File: config.mk
export PLATFORM = sky130hd
export DESIGN_NAME = multicycle_control_unit
export DESIGN_NICKNAME = d
export VERILOG_FILES = /design/src/rtl/multicycle_control_unit.sv
export SDC_FILE = /design/constraint.sdc
export NUM_CORES = 1
export LEC_CHECK = 0
export CAP_MARGIN = 20
export CORE_MARGIN = 2
export CORE_UTILIZATION = 36
export DETAILED_ROUTE_END_ITERATION = 7
export HOLD_SLACK_MARGIN = 0.12
export PLACE_DENSITY = 0.68
export SETUP_SLACK_MARGIN = 0.3
export SYNTH_ARGS = -nofsm -noshare
export SYNTH_HDL_FRONTEND = slang
export SYNTH_SLANG_ARGS = --single-unit
File: constraint.sdc
create_clock -name clk -period 3.52 [get_ports clk]
set_clock_uncertainty 0.2 [all_clocks]
set_input_delay 0.704 -clock clk [delete_from_list [all_inputs] [get_ports clk]]
set_output_delay 0.704 -clock clk [all_outputs]
set_load 0.05 [all_outputs]
File: src/rtl/multicycle_control_unit.sv
// multicycle_control_unit: FETCH/DECODE/EXEC/MEM/WB control FSM for a small
// MIPS subset (R-type add/sub/and/or/slt, addi, ori, lw, sw, j).
// Optional feature macro: MCU_BRANCH_EN adds beq (opcode 000100) as a
// FETCH-DECODE-EXEC sequence with a branch pulse in EXEC.
//
// Handshakes: an instruction transfers on a rising edge where
// instr_valid && instr_ready; instr_ready is high only in FETCH.
// mem_ready is a completion strobe that is sampled only in MEM.
module multicycle_control_unit #(
  parameter int XLEN        = 32,
  parameter int REG_AW      = 5,
  parameter int MEM_TIMEOUT = 15
) (
  input  logic              clk,
  input  logic              rst,
  input  logic [31:0]       instruction,
  input  logic              instr_valid,
  output logic              instr_ready,
  input  logic              mem_ready,
  output logic              jump,
  output logic              branch,
  output logic [2:0]        alu_func,
  output logic [REG_AW-1:0] rs,
  output logic [REG_AW-1:0] rt,
  output logic [REG_AW-1:0] rd,
  output logic [XLEN-1:0]   imm,
  output logic              signal_extension,
  output logic              ram_load,
  output logic              ram_write,
  output logic              reg_write,
  output logic [25:0]       jump_target,
  output logic              illegal,
  output logic              mem_timeout,
  output logic [2:0]        state
);

  typedef enum logic [2:0] {
    S_FETCH  = 3'd0,
    S_DECODE = 3'd1,
    S_EXEC   = 3'd2,
    S_MEM    = 3'd3,
    S_WB     = 3'd4
  } state_t;

  typedef enum logic [2:0] {OP_ALU, OP_LW, OP_SW, OP_J, OP_BEQ} op_t;

  localparam logic [2:0] ALU_ADD = 3'b000;
  localparam logic [2:0] ALU_SUB = 3'b001;
  localparam logic [2:0] ALU_AND = 3'b010;
  localparam logic [2:0] ALU_OR  = 3'b011;
  localparam logic [2:0] ALU_SLT = 3'b100;

  // Counter holds at most MEM_TIMEOUT-1 consecutive waits before aborting.
  localparam int CW = $clog2(MEM_TIMEOUT + 1);

  state_t            r_state;
  state_t            w_next;
  op_t               r_op;
  op_t               w_dec_op;
  logic [31:0]       r_ir;
  logic [CW-1:0]     r_wait_cnt;
  logic [REG_AW-1:0] r_rs, r_rt, r_rd;
  logic [XLEN-1:0]   r_imm;
  logic [XLEN-1:0]   w_dec_imm;
  logic [25:0]       r_jt;
  logic [2:0]        r_alu;
  logic [2:0]        w_dec_alu;
  logic              r_sext;
  logic              w_dec_sext;
  logic              w_dec_legal;
  logic              r_mem_timeout;
  logic              w_wait_hit;
  logic [5:0]        w_opcode;
  logic [5:0]        w_funct;

  assign w_opcode = r_ir[31:26];
  assign w_funct  = r_ir[5:0];

  // The MEM_TIMEOUT-th consecutive wait cycle aborts the access.
  assign w_wait_hit = (r_state == S_MEM) && !mem_ready &&
                      (r_wait_cnt == CW'(MEM_TIMEOUT - 1));

  // Instruction decode from the latched IR.
  always_comb begin
    w_dec_legal = 1'b1;
    w_dec_op    = OP_ALU;
    w_dec_alu   = ALU_ADD;
    w_dec_sext  = 1'b0;
    case (w_opcode)
      6'b000000: begin
        case (w_funct)
          6'b100000: w_dec_alu = ALU_ADD;
          6'b100010: w_dec_alu = ALU_SUB;
          6'b100100: w_dec_alu = ALU_AND;
          6'b100101: w_dec_alu = ALU_OR;
          6'b101010: w_dec_alu = ALU_SLT;
          default:   w_dec_legal = 1'b0;
        endcase
      end
      6'b001000: w_dec_sext = 1'b1;
      6'b001101: w_dec_alu  = ALU_OR;
      6'b100011: begin w_dec_op = OP_LW; w_dec_sext = 1'b1; end
      6'b101011: begin w_dec_op = OP_SW; w_dec_sext = 1'b1; end
      6'b000010: w_dec_op = OP_J;
`ifdef MCU_BRANCH_EN
      6'b000100: begin w_dec_op = OP_BEQ; w_dec_alu = ALU_SUB; w_dec_sext = 1'b1; end
`endif
      default:   w_dec_legal = 1'b0;
    endcase
    w_dec_imm = w_dec_sext ? {{(XLEN-16){r_ir[15]}}, r_ir[15:0]}
                           : XLEN'(r_ir[15:0]);
  end

  // Next-state selection.
  always_comb begin
    w_next = r_state;
    case (r_state)
      S_FETCH:  if (instr_valid) w_next = S_DECODE;
      S_DECODE: w_next = w_dec_legal ? S_EXEC : S_FETCH;
      S_EXEC: begin
        case (r_op)
          OP_ALU:       w_next = S_WB;
          OP_LW, OP_SW: w_next = S_MEM;
          default:      w_next = S_FETCH;
        endcase
      end
      S_MEM: begin
        if (mem_ready)       w_next = (r_op == OP_LW) ? S_WB : S_FETCH;
        else if (w_wait_hit) w_next = S_FETCH;
      end
      S_WB:     w_next = S_FETCH;
      default:  w_next = S_FETCH;
    endcase
  end

  // State register.
  always_ff @(posedge clk) begin
    if (rst) r_state <= S_FETCH;
    else     r_state <= w_next;
  end

  // Instruction register loads only on an accepted transfer.
  always_ff @(posedge clk) begin
    if (rst)                                  r_ir <= '0;
    else if (r_state == S_FETCH && instr_valid) r_ir <= instruction;
  end

  // Decoded fields are captured in DECODE and held until the next DECODE.
  always_ff @(posedge clk) begin
    if (rst) begin
      r_op   <= OP_ALU;
      r_rs   <= '0;
      r_rt   <= '0;
      r_rd   <= '0;
      r_imm  <= '0;
      r_jt   <= '0;
      r_alu  <= '0;
      r_sext <= 1'b0;
    end else if (r_state == S_DECODE) begin
      r_op   <= w_dec_op;
      r_rs   <= REG_AW'(r_ir[25:21]);
      r_rt   <= REG_AW'(r_ir[20:16]);
      r_rd   <= REG_AW'(r_ir[15:11]);
      r_imm  <= w_dec_imm;
      r_jt   <= r_ir[25:0];
      r_alu  <= w_dec_alu;
      r_sext <= w_dec_sext;
    end
  end

  // Consecutive MEM wait counter and the registered timeout pulse.
  always_ff @(posedge clk) begin
    if (rst) begin
      r_wait_cnt    <= '0;
      r_mem_timeout <= 1'b0;
    end else begin
      r_mem_timeout <= w_wait_hit;
      if (r_state == S_MEM && !mem_ready && !w_wait_hit)
        r_wait_cnt <= r_wait_cnt + CW'(1);
      else
        r_wait_cnt <= '0;
    end
  end

  assign state            = r_state;
  assign instr_ready      = (r_state == S_FETCH);
  assign illegal          = (r_state == S_DECODE) && !w_dec_legal;
  assign jump             = (r_state == S_EXEC) && (r_op == OP_J);
`ifdef MCU_BRANCH_EN
  assign branch           = (r_state == S_EXEC) && (r_op == OP_BEQ);
`else
  assign branch           = 1'b0;
`endif
  assign ram_load         = (r_state == S_MEM) && (r_op == OP_LW);
  assign ram_write        = (r_state == S_MEM) && (r_op == OP_SW);
  assign reg_write        = (r_state == S_WB);
  assign mem_timeout      = r_mem_timeout;
  assign alu_func         = r_alu;
  assign rs               = r_rs;
  assign rt               = r_rt;
  assign rd               = r_rd;
  assign imm              = r_imm;
  assign signal_extension = r_sext;
  assign jump_target      = r_jt;

endmodule

After elaboration in Yosys (flattened, before gate mapping)
Index checks and enable logic that the tools add are counted.

word-level totals
  register bits after elaboration = 120
  bits of input ports = 36
  output and inout bits = 88
  logic and storage cells = 68

cells by class
  add/subtract/negate cells = 1
  equality and inequality tests = 20
  muxes and demuxes = 14
  bitwise gates (word level) = 1
  reductions and logical operators = 20

operator list
  kind                 number
  $eq 6x6->1 const B   7
  $mux 32              1
  $pmux 3 s4           2
  $eq 3x2->1 const B   4
  $eq 6x4->1 const B   2
  $mux 3               4
  $pmux 3 s2           2
  $reduce_or 5->1      2
  $logic_and 1x1->1    8
  $eq 3x1->1 const B   2
  $eq 6x2->1 const B   1
  $logic_not 3->1      2
  $logic_not 6->1      1
  $pmux 2 s3           1
  $add 4x1->4 const B  1
  $eq 4x4->1 const B   1
  $reduce_or 2->1      2
  $eq 3x3->1 const B   1
  $logic_not 1->1      3
  $ne 3x3->1 const B   1
  $reduce_or 3->1      1
  $mux 1               2
  $mux 2               1
  $ne 2x2->1 const B   1
  3 further kinds      3

Logic depth before layout (Yosys ltp)
Gate-level depths: netlist (run 1).

  depth in word-level cells = 7
  gate-level depth with buffers = 7

Least setup slack after synthesis (run 1)
Ideal clock, no wire load.

  path kind = register to output
  start point = reg r_state[1] (netlist: state[1])
  end point = out illegal
  data arrival time = 2.727 ns
  required time = 2.616 ns
  setup slack = -0.111 ns
  stages on the path, launching flop included = 6
  cells stage by stage = dfxtp_1 clkbuf_1 or3b_2 clkbuf_1 clkbuf_1 a211oi_1

on the way
  cells in the longest elaborated chain, start to end = 2

ends and longest elaborated chain
  what                      line  RTL
  start: declaration        56    state_t r_state;
  start signal: assignment  139   else r_state <= w_next;
  $eq 3x1->1                187   assign illegal = (r_state == S_DECODE) && !w_dec_legal;
  $logic_and 1x1->1         187
  end: declaration          32    output logic illegal,

Every way passes these cells.

Worst setup path after layout (run 1)
  start point = reg r_state[0] (netlist: state[0])
  end point = out illegal

The elaborated chain is that of the path after synthesis.

==> results list, run 1 <==
- The initialized floorplan defines 34 standard-cell rows.
* Detailed-router iteration count before antenna repair: 4
- Die boundary width: approximately 100 um
- Antenna violations before repair: 0
- The largest single stage delay on the critical path is about 0.54 ns.
- Standard cell area after detailed placement: 0.00418 mm2
* Global-route usage over all layers: between 10% and 20%
* Post-synth top area cell: dfxtp_1
- During placement, the flow inserted port buffers numbering 122.
* Comb power frac: 18.2%
* Switching power: between 0.5 and 0.6 mW
- Type of origin of the critical path: flop
- The number of nets handed over by synthesis was roughly 450.
- Final GP Congestion: 0.849
- Hold WC Path Type: reg -> reg
- The synthesized design devotes to its leading area cell type a little under half of total area.
- Most frequent cell on the critical path: buf_4
- The clock passes through at most 2 buffers.
* Vias per inst: around 4.8
- Category of the most critical setup path: reg -> out
* Vias in the first global route: about 2600
* Number of gates given a new drive strength after cts: 0
* Highest Clock Rate: approximately 0.33 GHz
- Commonest cells in the netlist: nand2_1 (123), dfxtp_1 (73), a21oi_1 (62)
- The signal on the critical path passes through or3b_2 > buf_4 > a211oi_2 > buf_4.
- Relative to the synthesized area, the layout overhead comes to 36.2%.
* Share of flip-flops with an asynchronous set or reset: 0%
- Slew at the pin closest to its max-slew limit: approximately 0.6 ns
* Detailed placer's ending HPWL: 5.34 mm
* Reg power frac: between 40% and 50%
* Crit-path slowest cell: dfxtp_1
- Measured against its own limit, the worst slew margin works out to around 60%.
- Net count, final: 516
* Period utilisation layout: between 80% and 90%
- Power spread over the standard cell area amounts to approximately 460 mW/mm2.
- TritonCTS built the clock tree.
* Post-synthesis cell count: ~410
* Number of flops mapped to enable cells by yosys: 0
* Run status: finished clean
- Number of pins exceeding their max-slew limit in the final report: 0
- Req. time, crit path: between 2 and 3 ns
- First-pass GRT wire length: 12.4 mm
- The number of antenna diodes in the final layout is 0.
- Routed Antenna Nets: 0
* Die Y: 98.8 um
- The cell sitting at the root of the clock tree is a clkbuf_8.
- Fraction of layout cells with a size suffix above 1: 6.26%
- Across the VDD grid, the largest voltage drop is about 0.27 mV.
- Standby leakage power: about 1.5 nW
* Clock Sinks: 73
- Flip-flop cell with the highest count after synthesis: dfxtp_1
- After global routing the overflow that remains totals 0.
- In this run the cell area of the synthesized design comes to about 0.0032 mm2.
- Cts bufs inserted: 9
- Vias: about 2800
- Yosys printed 0 warnings.
- Of all nets on the critical path, the largest fanout is 34.
- Endpoints failing hold: 0
- Unrepaired setup endpoints after global routing: no
- Most repeated cell in the gate-level netlist after synthesis: nand2_1
- Synthesis inferred 73 register bits.
* Setup Total Neg Slack: 0 ns
- CP Data Arrival Time: around 2.2 ns
- Iteration-0 DRC Markers: 175
- Max_cap viols: 0
* Fill cell count: 850
- Insertion delay of the later-clocked pin in the worst-skew pair: 0.35 ns
* Number of top-level design ports: around 120
- The worst setup path is captured at a primary output.
- In the final routed layout, each cell accounts on average for 13.1 um.
- Clock-pin slew reported for the worst setup and hold paths after clock tree synthesis: around 0.080 ns
- Final critical-path required period: approximately 3.1 ns
* Initial cell density of the core: 37.1%
- With fillers left out, the area of the finished cells amounts to between 0.004 and 0.005 mm2.
- Total routed wirelength: 7.66 mm
- Number of buffers inserted for hold repair after clock tree synthesis: 0
* Distinct cell type count after synthesis: roughly 40
- Floorplan die area: just under 0.01 mm2
- Syn avg cell area: roughly 7.9 um2
- The internal portion of the total power is between 1 and 1.5 mW.
- In this run switching power makes up about 30% of total power.
* Clock power frac: 36.7%
- Final setup violating endpoints: 0
* Core area: about 0.0087 mm2
* Biggest area contributors in the synthesized netlist: dfxtp_1 (45%), nand2_1 (14%), buf_4 (11%), a21oi_1 (9.6%), clkbuf_1 (2.8%)
- The H-tree was split into 3 levels.
- In the routed design, unresolved DRC markers number 0.
- Largest net degree at the start of global routing: 39
- After synthesis, flip-flops and latches occupy between 40% and 50% of the total area.
- Number of setup buffers added after CTS: 0
[flip-flops by register name (all words and copies together), names as in the netlist]
| name | count |
|---|---|
| rs | 5 |
| r_wait_cnt | 4 |
| r_op | 2 |
| imm | 13 |
| rt | 4 |
| alu_func | 3 |
| state | 3 |
| r_ir | 32 |
| jump_target | 1 |
| mem_timeout | 1 |
| signal_extension | 1 |
| rd | 4 |
[layout make-up]
cell class | instances | area (um2) | share of cell area, %
clock buffers | 9 | 124 | 2.81
clock inverters | 7 | 103 | 2.33
inverters | 6 | 22.5 | 0.511
multi-input cells | 257 | 1310 | 29.7
flip-flops and latches | 73 | 1460 | 33.2
well taps | 108 | 135 | 3.07
repair buffers | 127 | 1250 | 28.4
[layout by cell type, fill, tap and decap left out, drive strengths merged, types with 3 or more instances in the layout]
master           n
a31oi            4
nor3b            3
nor3             4
nor2            11
nand2          123
clkdlybuf4s50  120
a21oi           62
clkbuf           9
a211oi           3
buf              7
nand2b           3
nand3            5
ha               6
dfxtp           73
inv              8
[path summary, 6_finish.rpt]
path / start / endpoint / slack (ns) / cells after the start
setup reg to reg: state[0]$_SDFFE_PP0P_ / alu_func[1]$_SDFFE_PP0P_ / 1.44 / 5
hold / removal: r_ir[13]$_SDFFE_PP0P_ / rd[2]$_SDFFE_PP0P_ / 0.25 / 2
setup / recovery: state[0]$_SDFFE_PP0P_ / illegal / 0.46 / 4
hold reg to reg: r_ir[13]$_SDFFE_PP0P_ / rd[2]$_SDFFE_PP0P_ / 0.25 / 2
[stage by stage]
stage / power [mW] / hold WS, ns / instances / util (%) / worst slack, ns
after global routing: 2.11 / 0.265 / 587 / 50.5 / 0.363
final: 2.01 / 0.250 / 587 / 50.5 / 0.459
after detailed placement: 1.29 / 0.240 / 571 / 47.9 / 0.834
after global placement: 1.29 / 0.237 / 571 / 47.9 / 0.902
after CTS: 2.03 / 0.252 / 587 / 50.5 / 0.442
after floorplan: 1.17 / 0.230 / 409 / - / 0.363
[worst max-delay path: cells and delay by family (launching register included)]
kind | cells | cell delay [ns]
buffers and inverters | 2 | 0.51
AO/OA/AOI/OAI | 1 | 0.28
flip-flops | 1 | 0.54
AND/OR/NAND/NOR | 1 | 0.48
[power groups by stage]
stage / clock, mW / sequential (mW) / combinational (mW)
2_1_floorplan: 0 / 0.958 / 0.215
3_3_place_gp: 0 / 0.922 / 0.365
3_5_place_dp: 0 / 0.925 / 0.368
4_1_cts: 0.759 / 0.906 / 0.369
5_1_grt: 0.798 / 0.913 / 0.394
6_report: 0.735 / 0.906 / 0.364
[kinds of logic after synthesis]
group                    synth area share (%)
AO/OA/AOI/OAI                            13.8
XOR/XNOR                                0.812
adder cells (fa/ha/maj)                  2.32
buffers and inverters                    14.7
flip-flops                               45.2
multiplexers                            0.309
other                                   0.116
AND/OR/NAND/NOR                          22.8
[layer usage]
| metal | share of wire, % | wire [um] | global-route usage, % | up-vias |
|---|---|---|---|---|
| li1 | - | - | - | 1428 |
| met1 | 46 | 3510 | 20.1 | 1277 |
| met2 | 46 | 3530 | 25.8 | 95 |
| met3 | 6.5 | 497 | 3.55 | 9 |
| met4 | 1.7 | 128 | 6.95 | 0 |
| met5 | 0 | 0 | 0 | - |
Note: power is estimated with default switching activity, not from simulation.
==> inputs of run 2 (changes only) <==
--- a/config.mk
+++ b/config.mk
@@ -5,12 +5,13 @@
 export SDC_FILE = /design/constraint.sdc
 export NUM_CORES = 1
 export LEC_CHECK = 0
-export CAP_MARGIN = 20
+export CAP_MARGIN = 25
 export CORE_MARGIN = 2
 export CORE_UTILIZATION = 36
 export DETAILED_ROUTE_END_ITERATION = 7
+export DONT_BUFFER_PORTS = 1
+export GPL_TIMING_DRIVEN = 0
 export HOLD_SLACK_MARGIN = 0.12
-export PLACE_DENSITY = 0.68
 export SETUP_SLACK_MARGIN = 0.3
 export SYNTH_ARGS = -nofsm -noshare
 export SYNTH_HDL_FRONTEND = slang
==> run 2 against run 1 <==
Against the previous run: maximum frequency down 2.9%; first-iteration DRC count fell by 46%; sequential power grew 4.9%; critical endpoint unchanged; largest cell class unchanged.
==> results list, run 2 (synthesis gave the netlist of run 1 again) <==
- In this run the clock root is driven by a clkbuf_8.
- Category of the most critical setup path: reg -> out
- Period utilisation layout: 89.6% (+2.6 points)
- Number of setup buffers added after CTS: 0 (unchanged)
- The final weighted congestion in routability-driven placement came to 0.763 (-10%).
- Clock-pin slew reported for the worst setup and hold paths after clock tree synthesis: 0.08 ns (about the same)
- Crit Path Max Fanout: 10 (-71%)
* Sequential cell area in the final layout: 0.00147 mm2 (+0.43%)
- Peak ir drop on the vdd network: 0.225 mV (-17%)
- The total power draw came to 1.96 mW (-2.4%).
* Unrepaired setup endpoints after global routing: no
* Number of buffers inserted for hold repair after clock tree synthesis: 0 (unchanged)
* H-tree depth reported by CTS: 3 (unchanged)
* Max_cap viols: 0 (unchanged)
- The total negative slack for setup checks is 0 ns (unchanged).
- The initial core utilization came to 37.1% (unchanged).
* Final critical-path required period: 3.15 ns (+0.0923 ns)
* RR Endpoint: rd[0]$_SDFFE_PP0P_
- Detailed placer's ending HPWL: 5.88 mm (+10%)
* Total routed wirelength: 7.81 mm (+1.9%)
- Fraction of layout cells with a size suffix above 1: 18.5% (+12 points)
- The detailed router's first-iteration violation count came to 94 (-46%).
- The cell count of the worst reg-to-reg path is 5 (unchanged).
- Highest-count cells in the layout ignoring fill and taps: nand2_1 (123), dfxtp_1 (70), a21oi_1 (62)
* Slew at the pin closest to its max-slew limit: 0.912 ns (+0.312 ns)
- The clock insertion delay at the later pin of the skew report is 0.35 ns (about the same).
* Cts bufs inserted: 9 (unchanged)
- Worst slew margin relative to its limit: 39.1% (-21 points)
- Global-route usage over all layers: 15.9% (about the same)
* Launch instance of the worst min-delay path: r_ir[14]$_SDFFE_PP0P_
- The flip-flop count of the largest register, all copies and words added was 32 (unchanged).
- The signal arrival time at the worst endpoint was 2.25 ns (+0.09 ns).
* Crit. End Element: primary output
* Most frequent standard cell in the layout excluding fill and tap cells: nand2_1
- Floorplan die area: 0.00976 mm2 (unchanged)
* Fill cell count: 904 (+6.4%)
* CTS max path bufs: 2 (unchanged)
* Hold WC Path Type: reg -> reg
* First-pass GRT wire length: 12.0 mm (-3.2%)
* Critical register-to-register path startpoint: state[0]$_SDFFE_PP0P_
- DRC errors left: 0 (unchanged)
* Highest Clock Rate: 0.317 GHz (-2.9%)
- The count of buffers inserted at the top-level ports was 0 (-100%).
- The number of rows in the core area is 34 (unchanged).
* Standby leakage power: 1.40 nW (-9.2%)
- Worst hold path cell count: 2 (unchanged)
- Core area: 0.00872 mm2 (unchanged)
- Wire per inst: 14.6 um (+12%)
- The height of the die came to 98.8 um (unchanged).
- The final hold violation count came to 0 (unchanged).
- For hold timing, the worst endpoint is rd[3]$_SDFFE_PP0P_.
- Counting flops per register, the top entry is r_ir.
- Detailed-router iteration count before antenna repair: 4 (unchanged)
- Largest net degree at the start of global routing: 18 (-54%)
- Final setup violating endpoints: 0 (unchanged)
* Number of top-level design ports: 124 (unchanged)
- Routed Antenna Nets: 0 (unchanged)
* Cell Pwr Density: 536 mW/mm2 (+18%)
* Number of pins exceeding their max-slew limit in the final report: 0 (unchanged)
* Clock Sinks: 73 (unchanged)
- Die boundary width: 98.8 um (unchanged)
- Clock tree from TritonCTS: built
* Antenna violations before repair: 0 (unchanged)
- The total via count after detailed routing is 2630 (-6.4%).
- The total overflow reported by the global router was 0 (unchanged).
- The number of global-route vias before repair was 2443 (-7.1%).
- The flop-to-flop setup slack is 1.00 ns (-0.44 ns).
- Antenna diodes: 0 (unchanged)
- Net count, final: 463 (-10%)
* Area of combinational cells with multiple inputs: 0.00132 mm2 (+0.57%)
- Req. time, crit path: 2.62 ns (about the same)
- Vias per inst: 4.93 (+2.9%)
- The area growth from synthesis to layout is 13.0%.
* Run status: finished clean
- The worst setup path is launched from a flop.
-- run 2: worst max-delay path by stage --
stage                                      from      end  cells past startpoint
after detailed placement  state[1]$_SDFFE_PP0P_  illegal                      5
after CTS                 state[1]$_SDFFE_PP0P_  illegal                      5
after global routing      state[1]$_SDFFE_PP0P_  illegal                      5
after floorplan           state[1]$_SDFFE_PP0P_  illegal                      5
after global placement    state[1]$_SDFFE_PP0P_  illegal                      5
final                     state[1]$_SDFFE_PP0P_  illegal                      5
-- run 2: critical path, cell delays in order, from the launching register on --
cell      delay (ns)
dfxtp_4         0.41
buf_6           0.16
or3b_2          0.45
buf_6           0.15
clkbuf_8        0.16
a211oi_4        0.57
-- run 2: where the power goes --
group          leakage [nW]  switching (mW)  total [mW]  internal, mW
clock                 0.113           0.316       0.737         0.421
combinational         0.690           0.188       0.271        0.0836
sequential            0.596          0.0826       0.950         0.868
total                  1.40           0.586        1.96          1.37
-- run 2: per-stage QoR --
step / cells / setup WS [ns] / area (um2) / util, % / hold slack (ns)
2_1_floorplan: 409 / 0.363 / 3240 / - / 0.230
3_3_place_gp: 517 / 0.0113 / 3380 / 38.7 / 0.237
6_report: 534 / 0.367 / 3650 / 41.9 / 0.248
3_5_place_dp: 518 / -0.00126 / 3390 / 38.9 / 0.246
4_1_cts: 534 / 0.317 / 3650 / 41.8 / 0.253
5_1_grt: 534 / 0.296 / 3650 / 41.9 / 0.259
-- run 2: layout make-up --
cell class	count	area share, %
plain buffers	73	13.1
clock buffers	10	3.77
inverters	6	0.616
clock inverters	6	2.46
multi-input cells	257	36.0
repair buffers	1	0.205
flip-flops and latches	73	40.2
well taps	108	3.70
-- run 2: what timing repair did --
action | 4_1_cts | 5_1_grt
setup endpoints to repair | 3 | 1
pin swaps | 1 | 1
cloned | 0 | 0
endpoints found under the hold margin | 0 | 0
gates resized for setup | 12 | 4
-- run 2: metal layers --
layer  wire length, um  track usage (%)
met2              3650             25.3
met3               619             5.11
met5                 0                0
met4               165             7.06
met1              3380             19.6
